**config.mk**
```make
export PLATFORM = sky130hd
export DESIGN_NAME = issue_ctrl
export DESIGN_NICKNAME = d
export VERILOG_FILES = /design/src/rtl/issue_ctrl.sv
export SDC_FILE = /design/constraint.sdc
export NUM_CORES = 1
export LEC_CHECK = 0
export ABC_AREA = 1
export BUFFER_PORTS_ARGS = -buffer_cell sky130_fd_sc_hd__buf_2
export CORE_MARGIN = 2
export CORE_UTILIZATION = 56
export DETAILED_ROUTE_END_ITERATION = 10
export GPL_ROUTABILITY_DRIVEN = 0
export PLACE_DENSITY = 0.85
export SETUP_SLACK_MARGIN = 0.5
export SLEW_MARGIN = 0
export SYNTH_ARGS = -nofsm -noshare
export SYNTH_HDL_FRONTEND = slang
export SYNTH_SLANG_ARGS = --single-unit
```
**constraint.sdc**
```tcl
create_clock -name clk -period 2.6 [get_ports clk]
set_input_delay 0.13 -clock clk [delete_from_list [all_inputs] [get_ports clk]]
set_output_delay 0.13 -clock clk [all_outputs]
set_load 0.02 [all_outputs]
```
**src/rtl/issue_ctrl.sv**
```systemverilog
// rtl/issue_ctrl.sv - in-order issue control: register/flag scoreboard, condition check, stall FSM
// Optional same-cycle retire bypass is enabled with `define ISSUE_CTRL_BYPASS_EN.
module issue_ctrl (
    input  logic        clk,
    input  logic        rst_n,
    input  logic        dec_valid,
    input  logic [3:0]  dec_cond,
    input  logic [15:0] dec_src_mask,
    input  logic        dec_dst_en,
    input  logic [3:0]  dec_dst,
    input  logic        dec_set_flags,
    input  logic        dec_use_flags,
    input  logic        ex_flags_we,
    input  logic [3:0]  ex_flags,
    input  logic        wb_en,
    input  logic [3:0]  wb_addr,
    input  logic        flush,
    output logic        stall_if,
    output logic        issue_valid,
    output logic        issue_nop,
    output logic [3:0]  issue_dst,
    output logic [7:0]  stall_cnt
);

    typedef enum logic [0:0] {
        RUN  = 1'b0,
        HOLD = 1'b1
    } state_t;

    state_t      state;
    state_t      state_next;

    logic [15:0] pending;
    logic [15:0] pending_eff;
    logic [15:0] pending_next;
    logic [15:0] wb_mask;
    logic [15:0] set_mask;
    logic        flags_busy;
    logic        flags_busy_eff;
    logic        flags_busy_next;
    logic [3:0]  flags;
    logic [3:0]  cond_flags;
    logic        cond_pass;
    logic        hazard;
    logic        do_issue;
    logic        real_issue;

    // Condition codes over {N,Z,C,V}; 4'b1111 is treated as never-execute.
    function automatic logic eval_cond(input logic [3:0] cond, input logic [3:0] nzcv);
        logic n, z, c, v;
        logic pass;
        n = nzcv[3];
        z = nzcv[2];
        c = nzcv[1];
        v = nzcv[0];
        case (cond)
            4'b0000: pass = z;
            4'b0001: pass = ~z;
            4'b0010: pass = c;
            4'b0011: pass = ~c;
            4'b0100: pass = n;
            4'b0101: pass = ~n;
            4'b0110: pass = v;
            4'b0111: pass = ~v;
            4'b1000: pass = c & ~z;
            4'b1001: pass = ~c | z;
            4'b1010: pass = (n == v);
            4'b1011: pass = (n != v);
            4'b1100: pass = ~z & (n == v);
            4'b1101: pass = z | (n != v);
            4'b1110: pass = 1'b1;
            default: pass = 1'b0;
        endcase
        return pass;
    endfunction

    // R15 is the PC: it never becomes pending, so its writeback is ignored too.
    always_comb begin
        wb_mask = 16'h0000;
        if (wb_en && (wb_addr != 4'd15)) begin
            wb_mask = 16'h0001 << wb_addr;
        end
    end

`ifdef ISSUE_CTRL_BYPASS_EN
    assign pending_eff    = pending & ~wb_mask;
    assign flags_busy_eff = flags_busy & ~ex_flags_we;
    assign cond_flags     = ex_flags_we ? ex_flags : flags;
`else
    assign pending_eff    = pending;
    assign flags_busy_eff = flags_busy;
    assign cond_flags     = flags;
`endif

    assign cond_pass  = eval_cond(dec_cond, cond_flags);
    assign hazard     = dec_valid & ~flush &
                        ((|(dec_src_mask & pending_eff)) | (dec_use_flags & flags_busy_eff));
    assign stall_if   = hazard;
    assign do_issue   = dec_valid & ~hazard & ~flush;
    assign real_issue = do_issue & cond_pass;

    // The set is applied after the clear so a same-cycle reissue keeps the bit.
    always_comb begin
        set_mask = 16'h0000;
        if (real_issue && dec_dst_en && (dec_dst != 4'd15)) begin
            set_mask = 16'h0001 << dec_dst;
        end
        pending_next    = (pending & ~wb_mask) | set_mask;
        flags_busy_next = (flags_busy & ~ex_flags_we) | (real_issue & dec_set_flags);
    end

    always_comb begin
        state_next = state;
        case (state)
            RUN: begin
                if (hazard) begin
                    state_next = HOLD;
                end
            end
            HOLD: begin
                if (!hazard || flush) begin
                    state_next = RUN;
                end
            end
            default: state_next = RUN;
        endcase
    end

    always_ff @(posedge clk or negedge rst_n) begin
        if (!rst_n) begin
            state      <= RUN;
            pending    <= 16'h0000;
            flags_busy <= 1'b0;
            flags      <= 4'h0;
        end else begin
            state      <= state_next;
            pending    <= pending_next;
            flags_busy <= flags_busy_next;
            if (ex_flags_we) begin
                flags <= ex_flags;
            end
        end
    end

    always_ff @(posedge clk or negedge rst_n) begin
        if (!rst_n) begin
            issue_valid <= 1'b0;
            issue_nop   <= 1'b0;
            issue_dst   <= 4'h0;
        end else if (do_issue) begin
            issue_valid <= 1'b1;
            issue_nop   <= ~cond_pass;
            issue_dst   <= dec_dst;
        end else begin
            issue_valid <= 1'b0;
            issue_nop   <= 1'b0;
        end
    end

    always_ff @(posedge clk or negedge rst_n) begin
        if (!rst_n) begin
            stall_cnt <= 8'h00;
        end else if (hazard && (stall_cnt != 8'hFF)) begin
            stall_cnt <= stall_cnt + 8'h01;
        end
    end

endmodule
```
; Yosys cells after proc, flatten, opt, wreduce, memory -nomap -nowiden
; Index checks and enable logic that the tools add are counted.
[op_classes]
n_addsub = 1
n_eq_ne = 19
shifts = 2
muxes = 5
bitwise = 26
reduce_logical = 6
[op_table]
columns = operator, n
row1 = bitwise AND 16 bit, 2
row2 = 2-to-1 mux 16 bit, 2
row3 = "left shift 1 x 4 -> 16 bit, first input constant", 2
row4 = "== test 4 bit, second input constant", 7
row5 = "== test 4 x 3 -> 1 bit, second input constant", 4
row6 = inverter 16 bit, 1
row7 = bitwise OR 16 bit, 1
row8 = OR reduction 16 bit, 1
row9 = case mux 1 bit (15 select lines), 1
row10 = bitwise AND 1 bit, 10
row11 = "adder 8 x 1 -> 8 bit, second input constant", 1
row12 = "== test 4 x 2 -> 1 bit, second input constant", 2
row13 = "inequality test 4 bit, second input constant", 2
row14 = "inequality test 8 bit, second input constant", 1
row15 = inverter 1 bit, 8
row16 = "== test 4 x 1 -> 1 bit, second input constant", 1
row17 = logical AND 1 bit, 4
row18 = zero test 4 bit, 1
row19 = bitwise OR 1 bit, 4
row20 = 2-to-1 mux 1 bit, 2
row21 = == test 1 bit, 1
row22 = inequality test 1 bit, 1
[word_totals]
ff_bits = 35
inputBits = 41
out_inout_bits = 15
wordCells = 66

; Depth between registers and ports, before layout
; Gate-level depths: netlist of the first run.
[logic_depth]
ltp_word = 12
ltp_mapped = 11
ltp_nobuf = 10

; Least setup slack after synthesis of the first run
; No wires, ideal clock.
[synth_path]
path_kind = register to register
startpoint = reg stall_cnt[1]
endpoint = reg stall_cnt[2]
setup_ns = 0.127
arrival_time_ns = 1.393
t_required_ns = 2.473
setup_slack_ns = 1.079
path_stages_with_launch = 7
n_path_buf = 0
period_less_slack_ns = 1.521
path_cell_list = dfrtp_1 -> ha_1 -> nand2_1 -> nor2_1 -> nand3_1 -> nand2_2 -> o21ai_0
[synth_via]
elab_chain_cells = 2
elab_cells_between_ends = 3
classes_between = add/sub: 1 / eq/ne: 1 / reduce/logical: 1
[synth_lines]
columns = element, line_no
row1 = "start, declared", 22  ; output logic [7:0] stall_cnt
row2 = "start signal, assigned", 164  ; stall_cnt <= stall_cnt + 8'h01;
row3 = branches (longest 2 deep; another with adder 8 x 1 -> 8 bit), -
; Parallel ways; which one is timed is not known.
; A chain may end at the register's enable or synchronous reset.

; Worst setup path in the final report of the first run
[layout_path]
startpoint = reg pending[6]
endpoint = reg issue_dst[1]
[layout_via]
elab_chain_cells = 7
[layout_lines]
columns = element, line_no
row1 = "start, declared", 33  ; logic [15:0] pending;
row2 = "start signal, assigned", 137  ; pending <= pending_next;
row3 = bitwise AND 16 bit, 97  ; ((|(dec_src_mask & pending_eff)) | (dec_use_flags & flags_busy_eff));
row4 = OR reduction 16 bit, 97
row5 = bitwise OR 1 bit, 97
row6 = bitwise AND 1 bit, 96  ; assign hazard = dec_valid & ~flush &
row7 = inverter 1 bit, 99  ; assign do_issue = dec_valid & ~hazard & ~flush;
row8 = bitwise AND 1 bit (2 in a row), 99
row9 = "end signal, assigned", 153  ; issue_dst <= dec_dst;
row10 = "end, declared", 21  ; output logic [3:0] issue_dst,
; No other way between the ends.

==> results of run 1 <==
## cells in the final DEF (no fill, tap or decap)
cell type	n
clkbuf_4	5
dlygate4sd3_1	3
nand2_2	2
nand3_1	29
ha_1	1
dfrtp_1	35
a21oi_1	1
clkbuf_8	1
o21ai_1	5
o21a_1	1
clkinv_1	2
o31ai_1	6
nor2_1	30
nor3_4	1
a21boi_0	1
buf_2	55
clkinv_2	1
inv_1	26
xor2_1	2
nand2_1	84
nor3_1	10
xnor2_1	4
inv_2	1
nor2_2	2
nand4_1	18
o21ai_0	16
## metal layers
metal	GRT usage, %	wire [um]	vias to the layer above
met1	31.7	2100	965
met5	0	0	-
li1	-	-	1053
met3	4.40	197	7
met2	46.0	2460	51
met4	8.24	65	0
## final cells by class
type,count,area share (%)
clock inverter,1,0.207
sequential,35,36.3
clock buffer,6,2.12
tap,46,2.38
inverter,29,4.51
multi-input combinational,213,41.9
timing repair buffer,58,12.6
## cells in the mapped netlist
| cell | instances | share of area, % |
|---|---|---|
| a21boi_0 | 1 | 0.37 |
| nor3_4 | 1 | 0.80 |
| xnor2_1 | 4 | 1.7 |
| o21ai_1 | 5 | 1.2 |
| clkinv_1 | 2 | 0.37 |
| o31ai_1 | 6 | 2.2 |
| nor2_2 | 2 | 0.61 |
| o21ai_0 | 16 | 3.9 |
| o21a_1 | 1 | 0.37 |
| inv_2 | 1 | 0.18 |
| clkbuf_1 | 2 | 0.37 |
| buf_4 | 2 | 0.74 |
| nand3_1 | 29 | 7.1 |
| nor2_1 | 30 | 5.5 |
| xor2_1 | 2 | 0.86 |
| nor3_1 | 10 | 2.5 |
| buf_6 | 2 | 1.1 |
| nand2_1 | 84 | 15 |
| nand4_1 | 18 | 5.5 |
| a21oi_1 | 1 | 0.24 |
| dfrtp_1 | 35 | 43 |
| ha_1 | 1 | 0.61 |
| nand2_2 | 2 | 0.61 |
| inv_1 | 26 | 4.8 |
## power by group
part           leakage (nW)  switching [W]  internal [W]
Clock                0.0341       0.000176      0.000125
Sequential            0.466      0.0000645      0.000627
Combinational         0.827       0.000291      0.000153
## worst reg2reg max path: cells and delay by family, from the launching register on
| family | cells | cell delay (ns) |
|---|---|---|
| AND/OR/NAND/NOR | 6 | 1.09 |
| flip-flops | 1 | 0.40 |
| buffers and inverters | 1 | 0.19 |
| AO/OA/AOI/OAI | 1 | 0.06 |
## sequential cells by signal, indices dropped and copies added, names as in the netlist
signal	count
issue_valid	1
pending	16
cond_flags	4
flags_busy	1
issue_dst	4
stall_cnt	8
issue_nop	1
## cell families after synthesis
| group | Yosys count | synth area share, % |
|---|---|---|
| XOR/XNOR | 6 | 2.57 |
| AO/OA/AOI/OAI | 30 | 8.33 |
| adder cells (fa/ha/maj) | 1 | 0.613 |
| flip-flops | 35 | 42.9 |
| buffers and inverters | 35 | 7.54 |
| AND/OR/NAND/NOR | 176 | 38.1 |
## how the worst min path moves through the flow
stage,start,to,slack (ns)
floorplan,rst_n,cond_flags[0],-0.17
global placement,rst_n,cond_flags[1],0.24
detailed placement,rst_n,cond_flags[2],0.25
CTS,ex_flags[3],cond_flags[3],0.003
global route,ex_flags[3],cond_flags[3],0.02
finish,ex_flags[3],cond_flags[3],0.002
## stage by stage
step	util, %	total power [W]
3_5_place_dp	68.2	0.00114
5_1_grt	70.7	0.00153
2_1_floorplan	-	0.000989
6_report	70.7	0.00144
3_3_place_gp	68.2	0.00113
4_1_cts	70.7	0.00145
## what timing repair did
item / in CTS / in global routing
hold buffers: 3 / 0
hold endpoints to repair: 37 / 0
setup buffers: 0 / 0
==> qor.csv, run 1 <==
metric,value,unit
finalSetupTns,0,ns
grtUsageTotal,25.8,%
crit_arrival,2.07,ns
worstSetupPathType,reg2reg,
die_height,64.4,um
rows,21,
skew,0.00844,ns
r2r_slack,0.76,ns
crit_end,issue_dst[1],
setup.worst_path.start_class,register,
crit_fanout,18,
clk_pin_slew,0.10,ns
postPlaceCellArea,2330,um2
crit_buf_inv,1,
multi_input_area,1010,um2
rsz0062_at_grt,no,
fin_area,2420,um2
drive_above_1_share,19.9,%
hold_ws,0.00240,ns
syn_avg_cell_area,7.22,um2
yosysSeqAreaShare,42.9,%
fin_crit,1.84,ns
regArea,876,um2
drt_iter0_drc,162,
port_buffers,55,
syn-cell-area,2040,um2
nNetsFinal,384,
min_period_over_period,70.7,%
start_util,59.8,%
cap_violations,0,
cts.path.max_buffers,2,
fill_cells,319,
startpoint,pending[6],
placed_cells,378,
fin_cells,388,
r2r-end,issue_dst[1],
p_leak,1.33,nW
crit_slowest_cell,nor3_4,
syn2layout_area_growth,18.3,%
die_w,64.4,um
numCtsBuffers,5,
status,"finished, final reports clean",
synth_seq_cells,35,
worstHoldPathType,in2reg,
max_slew_margin,49.7,%
grt_pass1_wl,8.33,mm
ys_warn_count,0,
antenna_found_initial,0,
detail-route-antenna-nets,0,
path_common_cell,nand2_1,
drt-total-wl,4.81,mm
via_count,2076,
grt_max_degree,36,
core_area,3420,um2
setup_viol,0,
timing.rr.start,pending[6],
io_pins,56,
critPathCaptureType,register,
cts_max_level,2,
synth.distinct_cells,24,
hpwl,3.74,mm
cp.depth,8,
first_pass_iters,4,
finalHoldViolCount,0,
netlist_instances,283,
viasPerCell,5.35,
cts.sinks,35,
grt_pass1_vias,1983,
required,2.83,ns
clk_latency,0.34,ns
crit_family,simple AND/OR/NAND/NOR gates,
max_freq,544,MHz
syn_nets,325,
cpPeakStageDelay,0.56,ns
hold_depth,3,
die_area,4150,um2
worst_pin_slew,0.755,ns
tritoncts,built,
p_per_area,595,nW/um2
fin_ws,0.762,ns
antennaDiodeCount,0,
place_ws,0.776,ns
post_cts_resized,0,
remaining_drc_errors,0,
wl_per_cell,12.4,um
ir_worst_vdd,0.520,mV
rr_worst_depth,8,
maxSlewViolCount,0,
grt-ovfl-total,0,
root_buffer,clkbuf_4,
cp_cell_sequence,"nand2_1, nand3_1, nor2_1, nand2_1, nor3_4, inv_2, nand2_1, o21ai_1",
Power figures use the tool's default switching activity.
==> inputs of run 2 (changes only) <==
--- a/config.mk
+++ b/config.mk
@@ -5,13 +5,13 @@
 export SDC_FILE = /design/constraint.sdc
 export NUM_CORES = 1
 export LEC_CHECK = 0
-export ABC_AREA = 1
+export ABC_AREA = 0
 export BUFFER_PORTS_ARGS = -buffer_cell sky130_fd_sc_hd__buf_2
 export CORE_MARGIN = 2
-export CORE_UTILIZATION = 56
+export CORE_UTILIZATION = 51
 export DETAILED_ROUTE_END_ITERATION = 10
 export GPL_ROUTABILITY_DRIVEN = 0
-export PLACE_DENSITY = 0.85
+export PLACE_DENSITY = 0.79
 export SETUP_SLACK_MARGIN = 0.5
 export SLEW_MARGIN = 0
 export SYNTH_ARGS = -nofsm -noshare
==> constraint.sdc (replaced) <==
create_clock -name clk -period 1.8 [get_ports clk]
set_input_delay 0.09 -clock clk [delete_from_list [all_inputs] [get_ports clk]]
set_output_delay 0.09 -clock clk [all_outputs]
set_load 0.02 [all_outputs]
==> run 2 against run 1 <==
  * The flow now finishes with violations (setup timing)
  * Register-to-register slack worse by 0.84 ns
  * Fmax fell by 2.2%
  * Core utilization up 3.5 points
  * Synthesized area shrank 7.5%
  * Clock skew increased by 0.0021 ns
  * Largest cell class unchanged
  * Largest power group unchanged
==> qor.csv, run 2 <==
metric,value,unit,change
cp_cell_sequence,"a22oi_2, nand4_1, or4_4, buf_12, o41ai_4",,
ir_worst_vdd,0.614,mV,+18%
ys_top_cells_by_area,"dfrtp_1 46%, o41ai_2 6.9%, nand2_1 5.0%",,
critPathCaptureType,register,,
min_period_over_period,104,%,+34 points
root_buffer,clkbuf_8,,
max_slew_margin,49.2,%,-0.49 points
cap_violations,0,,unchanged
regArea,878,um2,+0.29%
required,1.98,ns,-0.85 ns
ys_warn_count,0,,unchanged
r2r_slack,-0.08,ns,-0.84 ns
drt-total-wl,5.30,mm,+10%
status,"finished, violations left",,
p_per_area,990,nW/um2,+66%
worst_pin_slew,0.762,ns,+0.00733 ns
cts.path.max_buffers,2,,unchanged
rows,22,,+4.8%
port_buffers,55,,unchanged
r2r-end,pending[0],,
antennaDiodeCount,0,,unchanged
grt_pass1_wl,8.53,mm,+2.4%
grtUsageTotal,27.2,%,+1.3 points
grt-ovfl-total,0,,unchanged
synth-main-ff-cell,dfrtp_1,,
first_pass_iters,5,,+1
place_ws,-0.121,ns,-0.897 ns
cts_max_level,2,,unchanged
finalHoldViolCount,0,,unchanged
netlist_instances,181,,-36%
max_freq,532,MHz,-2.2%
crit_family,simple AND/OR/NAND/NOR gates,,
cpPeakStageDelay,0.53,ns,-0.03 ns
worstSetupPathType,reg2reg,,
hold_depth,2,,-1
die_area,4210,um2,+1.5%
rsz0062_at_grt,yes,,
nNetsFinal,289,,-25%
totalPowerFinal,0.00265,W,+84%
hpwl,3.29,mm,-12%
viasPerCell,6.08,,+14%
grt_pass1_vias,1777,,-10%
core_area,3610,um2,+5.6%
die_height,64.9,um,+0.75%
hold_start,ex_flags[0],,
skew,0.0105,ns,+0.00211 ns
violations,setup timing,,
drive_above_1_share,51.6,%,+32 points
tritoncts,built,,
maxSlewViolCount,0,,unchanged
cts.sinks,35,,unchanged
top_regs,"pending (16), stall_cnt (8)",,
clk_pin_slew,0.07,ns,-0.03 ns
start_util,52.4,%,-7.4 points
setup.worst_path.start_class,register,,
remaining_drc_errors,0,,unchanged
largest_reg_flops,16,,unchanged
crit_fanout,7,,-11
fin_crit,1.88,ns,+0.0419 ns
synthTopCellsByCount,"35 x dfrtp_1, 25 x nand2_1, 16 x o21ai_0, 8 x a22oi_1, 8 x o41ai_2",,
final_common_cell,buf_2,,
crit_slowest_cell,or4_4,,
setup_viol,16,,+16
syn_avg_cell_area,10.4,um2,+45%
clk_latency,0.29,ns,-0.05 ns
wl_per_cell,17.9,um,+44%
crit_arrival,2.06,ns,about the same
antenna_found_initial,0,,unchanged
rr_worst_depth,5,,-3
synth_top_area_share,46.4,%,+3.5 points
fin_ws,-0.0802,ns,-0.842 ns
fill_cells,242,,-24%
p_leak,1.34,nW,+0.91%
synth_seq_cells,35,,unchanged
crit_buf_inv,1,,unchanged
numCtsBuffers,5,,unchanged
grt_max_degree,36,,unchanged
synth.distinct_cells,41,,+71%
syn-cell-area,1890,um2,-7.5%
synth_top_area_cell,dfrtp_1,,
die_w,64.9,um,+0.75%
largest_register,pending,,
via_count,1800,,-13%
syn2layout_area_growth,41.7,%,
synth_edf_count,0,,unchanged
detail-route-antenna-nets,0,,unchanged
yosysMostFrequentCell,dfrtp_1,,
drt_iter0_drc,216,,+33%
worstHoldPathType,in2reg,,
holdPathEnd,cond_flags[0],,
io_pins,56,,unchanged
mostFrequentLayoutCells,"54 x buf_2, 33 x dfrtp_1, 20 x nand2_1",,
syn_nets,223,,-31%
async_flop_share,100,%,unchanged
timing.rr.start,pending[0],,
yosysSeqAreaShare,46.4,%,+3.5 points
multi_input_area,1170,um2,+16%
run 2: changes by cell type in the layout (fill, tap and decap cells not counted), sizes merged, moves of 6 or more:
cell and change:
inv -22, nor2 -30, buf +12, mux2 +7, a22oi +9, nor3 -11
nand2 -61, o31ai -6, o41ai +15, nand3 -22, nand4 -14
run 2: cell type report:
type	instances	area share [%]
clock buffer	8	3.74
inverter	6	1.31
multi-input combinational	131	43.8
sequential	35	32.8
tap	48	2.24
timing repair buffer	68	16.1
run 2: logic make-up after synthesis:
group	share of synthesized area [%]
AND/OR/NAND/NOR	17.5
AO/OA/AOI/OAI	23.6
flip-flops	46.4
buffers and inverters	3.91
multiplexers	4.70
XOR/XNOR	3.25
adder cells (fa/ha/maj)	0.662
run 2: worst max path at each step:
stage | endpoint | depth (start not counted) | slack, ns | startpoint
after floorplan | pending[10] | 5 | 0.11 | pending[10]
after global placement | pending[4] | 4 | -0.02 | pending[10]
after detailed placement | pending[1] | 4 | -0.12 | pending[10]
after CTS | pending[7] | 6 | -0.01 | cond_flags[3]
after global routing | pending[4] | 5 | -0.11 | pending[0]
final | pending[0] | 5 | -0.08 | pending[0]
run 2: power breakdown:
group / internal (W) / switching (W)
clock network: 0.000349 / 0.000275
registers: 0.000929 / 0.000139
logic: 0.000431 / 0.000527
run 2: repair_timing:
action	in CTS	in global routing
gates resized for setup	31	13
hold buffers	1	0
setup endpoints to repair	31	31
hold endpoints to repair	35	0
pin swaps	28	5
buffers inserted	6	1
run 2: metrics by stage:
step / utilization (%) / setup TNS, ns / std cells / hold WS [ns] / cell area [um2]
2_1_floorplan: - / 0 / 181 / -0.206 / 1960
3_3_place_gp: 63.0 / -0.0992 / 280 / 0.203 / 2270
3_5_place_dp: 63.0 / -0.447 / 280 / 0.204 / 2270
4_1_cts: 72.2 / -0.0146 / 295 / 0.0265 / 2600
5_1_grt: 74.2 / -1.58 / 296 / 0.0277 / 2680
6_report: 74.2 / -0.411 / 296 / 0.0333 / 2680
run 2: routing by layer:
| layer | up-vias | global-route usage (%) | share of wire (%) |
|---|---|---|---|
| met5 | - | 0 | 0 |
| met4 | 0 | 14.9 | 3.5 |
| met3 | 21 | 5.21 | 7.8 |
| met2 | 101 | 45.1 | 51 |
| met1 | 867 | 33.1 | 37 |
| li1 | 811 | - | - |
==> inputs of run 3 (changes only) <==
--- a/config.mk
+++ b/config.mk
@@ -13,6 +13,7 @@
 export GPL_ROUTABILITY_DRIVEN = 0
 export PLACE_DENSITY = 0.79
 export SETUP_SLACK_MARGIN = 0.5
+export SKIP_LAST_GASP = 1
 export SLEW_MARGIN = 0
 export SYNTH_ARGS = -nofsm -noshare
 export SYNTH_HDL_FRONTEND = slang
==> run 3 against run 2 <==
  * The flow still finishes with violations (setup timing)
  * Clock power up 0.8%
  * Sequential cell count unchanged
  * Hold slack worse by 0.00069 ns
  * Sequential power about the same
  * Final area up 0.37%
  * Clock skew up 0.0017 ns
  * Fmax about the same
==> qor.csv, run 3 (same netlist as run 2, synthesis figures left out) <==
metric,value,unit,change
antennaDiodeCount,0,,unchanged
crit_buf_inv,1,,unchanged
die_w,64.9,um,unchanged
largest_reg_flops,16,,unchanged
grt.busiest_layer,met2,,
viasPerCell,6.06,,-0.34%
path_common_cell,nand4_1,,
ir_worst_vdd,0.615,mV,+0.23%
p_clk_share,23.6,%,about the same
worst_pin_slew,0.759,ns,-0.00308 ns
clk_pin_slew,0.07,ns,about the same
finalSetupTns,-0.524,ns,-0.113 ns
skew,0.0123,ns,+0.00174 ns
fin_crit,1.88,ns,+0.00157 ns
setup.worst_path.start_class,register,,
antenna_found_initial,0,,unchanged
rr_worst_depth,6,,+1
grt-ovfl-total,0,,unchanged
max_slew_margin,49.4,%,+0.21 points
grtUsageTotal,27.0,%,-0.19 points
multi_input_area,1160,um2,-0.75%
mostFrequentLayoutCells,"54 x buf_2, 33 x dfrtp_1, 20 x nand2_1",,
crit_slowest_cell,dfrtp_1,,
internal_power,0.00172,W,+0.47%
critPathCaptureType,register,,
violations,setup timing,,
detail-route-antenna-nets,0,,unchanged
place_ws,-0.121,ns,unchanged
clk_latency,0.30,ns,about the same
cp_cell_sequence,"a22oi_2, nand4_1, buf_4, o311a_4, nand4_1, mux2_4",,
via_count,1806,,+0.33%
fin_ws,-0.0817,ns,-0.00157 ns
required,1.97,ns,about the same
rsz0062_at_grt,yes,,
grt_pass1_vias,1770,,-0.39%
finalHoldViolCount,0,,unchanged
cap_violations,0,,unchanged
status,"finished, violations left",,
die_height,64.9,um,unchanged
numCtsBuffers,5,,unchanged
crit_arrival,2.06,ns,about the same
nNetsFinal,291,,+0.69%
grtUsageMet2,44.7,%,-0.39 points
rows,22,,unchanged
p_seq_share,39.9,%,-0.4 points
syn2layout_area_growth,42.2,%,
fill_cells,237,,-2.1%
drive_above_1_share,51.6,%,about the same
core_area,3610,um2,unchanged
cpPeakStageDelay,0.42,ns,-0.11 ns
largest_register,pending,,
cts.sinks,35,,unchanged
maxSlewViolCount,0,,unchanged
drt-total-wl,5.42,mm,+2.3%
crit_fanout,5,,-2
final_common_cell,buf_2,,
min_period_over_period,105,%,about the same
power_frac_comb,36.5,%,+0.4 points
setup_viol,18,,+2
worstSetupPathType,reg2reg,,
swShare,35.6,%,+0.045 points
remaining_drc_errors,0,,unchanged
hpwl,3.29,mm,unchanged
tritoncts,built,,
first_pass_iters,5,,unchanged
met1_usage,32.9,%,-0.23 points
wl_per_cell,18.2,um,+1.6%
io_pins,56,,unchanged
grt_pass1_wl,8.47,mm,-0.73%
root_buffer,clkbuf_8,,
worstHoldPathType,in2reg,,
hold_depth,2,,unchanged
p_sw,0.000947,W,+0.66%
hold_ws,0.0326,ns,-0.000688 ns
cp.depth,6,,+1
port_buffers,55,,unchanged
die_area,4210,um2,unchanged
top_regs,"pending (16), stall_cnt (8)",,
drt_iter0_drc,249,,+15%
grt_max_degree,36,,unchanged
p_per_area,992,nW/um2,+0.16%
max_freq,531,MHz,about the same
crit_family,compound AO/OA/AOI/OAI gates,,
start_util,52.4,%,unchanged
cts_max_level,2,,unchanged
p_leak,1.34,nW,+0.28%
regArea,878,um2,unchanged
cts.path.max_buffers,2,,unchanged
grtUsageMet3,5.21,%,unchanged
[run 3: changes by cell type in the layout (fill, tap and decap cells not counted)]
cell | before | now
buf_6 | 4 | 5
a22oi_2 | 8 | 9
nor4b_2 | 1 | 0
nor4b_1 | 0 | 1
buf_4 | 6 | 7
xnor2_2 | 3 | 2
a22oi_1 | 1 | 0
xnor2_1 | 3 | 4
[run 3: area by class of cell]
cell class / count / share of cell area [%]
Sequential cell: 35 / 32.7
Timing Repair Buffer: 70 / 16.7
Clock buffer: 8 / 3.73
Multi-Input combinational cell: 131 / 43.3
Tap cell: 48 / 2.24
Inverter: 6 / 1.30
[run 3: worst paths after layout]
check | startpoint | slack [ns] | endpoint
worst max-delay path | pending[0] | -0.08 | stall_cnt[6]
worst min-delay path | ex_flags[0] | 0.03 | cond_flags[0]
worst max register to register | pending[0] | -0.08 | stall_cnt[6]
worst min register to register | pending[15] | 0.40 | pending[15]
max in group asynchronous | rst_n | 0.86 | stall_cnt[3]
min in group asynchronous | rst_n | 0.40 | pending[5]
[run 3: per-stage QoR]
step           cells  utilization (%)  power (W)  cell area (um2)
2_1_floorplan    181                -    0.00156             1960
3_3_place_gp     280             63.0    0.00179             2270
3_5_place_dp     280             63.0    0.00182             2270
4_1_cts          295             71.7    0.00257             2580
5_1_grt          298             74.5    0.00280             2690
6_report         298             74.5    0.00266             2690
[run 3: power by group through the flow]
stage	Sequential (W)	Combinational [W]	Clock, W
final	0.00106	0.000972	0.000629
after CTS	0.00105	0.000895	0.000625
after detailed placement	0.00105	0.000764	0
after global placement	0.00105	0.000744	0
after global routing	0.00109	0.00104	0.000673
after floorplan	0.00115	0.000405	0
[run 3: per-layer routing]
layer / part of all wire, % / vias up
met5: 0 / -
met4: 3.6 / 0
met3: 7.2 / 25
met2: 51 / 110
met1: 38 / 857
li1: - / 814
[run 3: timing repair]
action                     4_1_cts  5_1_grt
gates cloned                     0        0
hold buffers                     1        0
hold endpoints to repair        35        0
pin swaps                       28        6
setup endpoints to repair       31       31
buffers inserted                 6        3
gates resized for setup         28       16
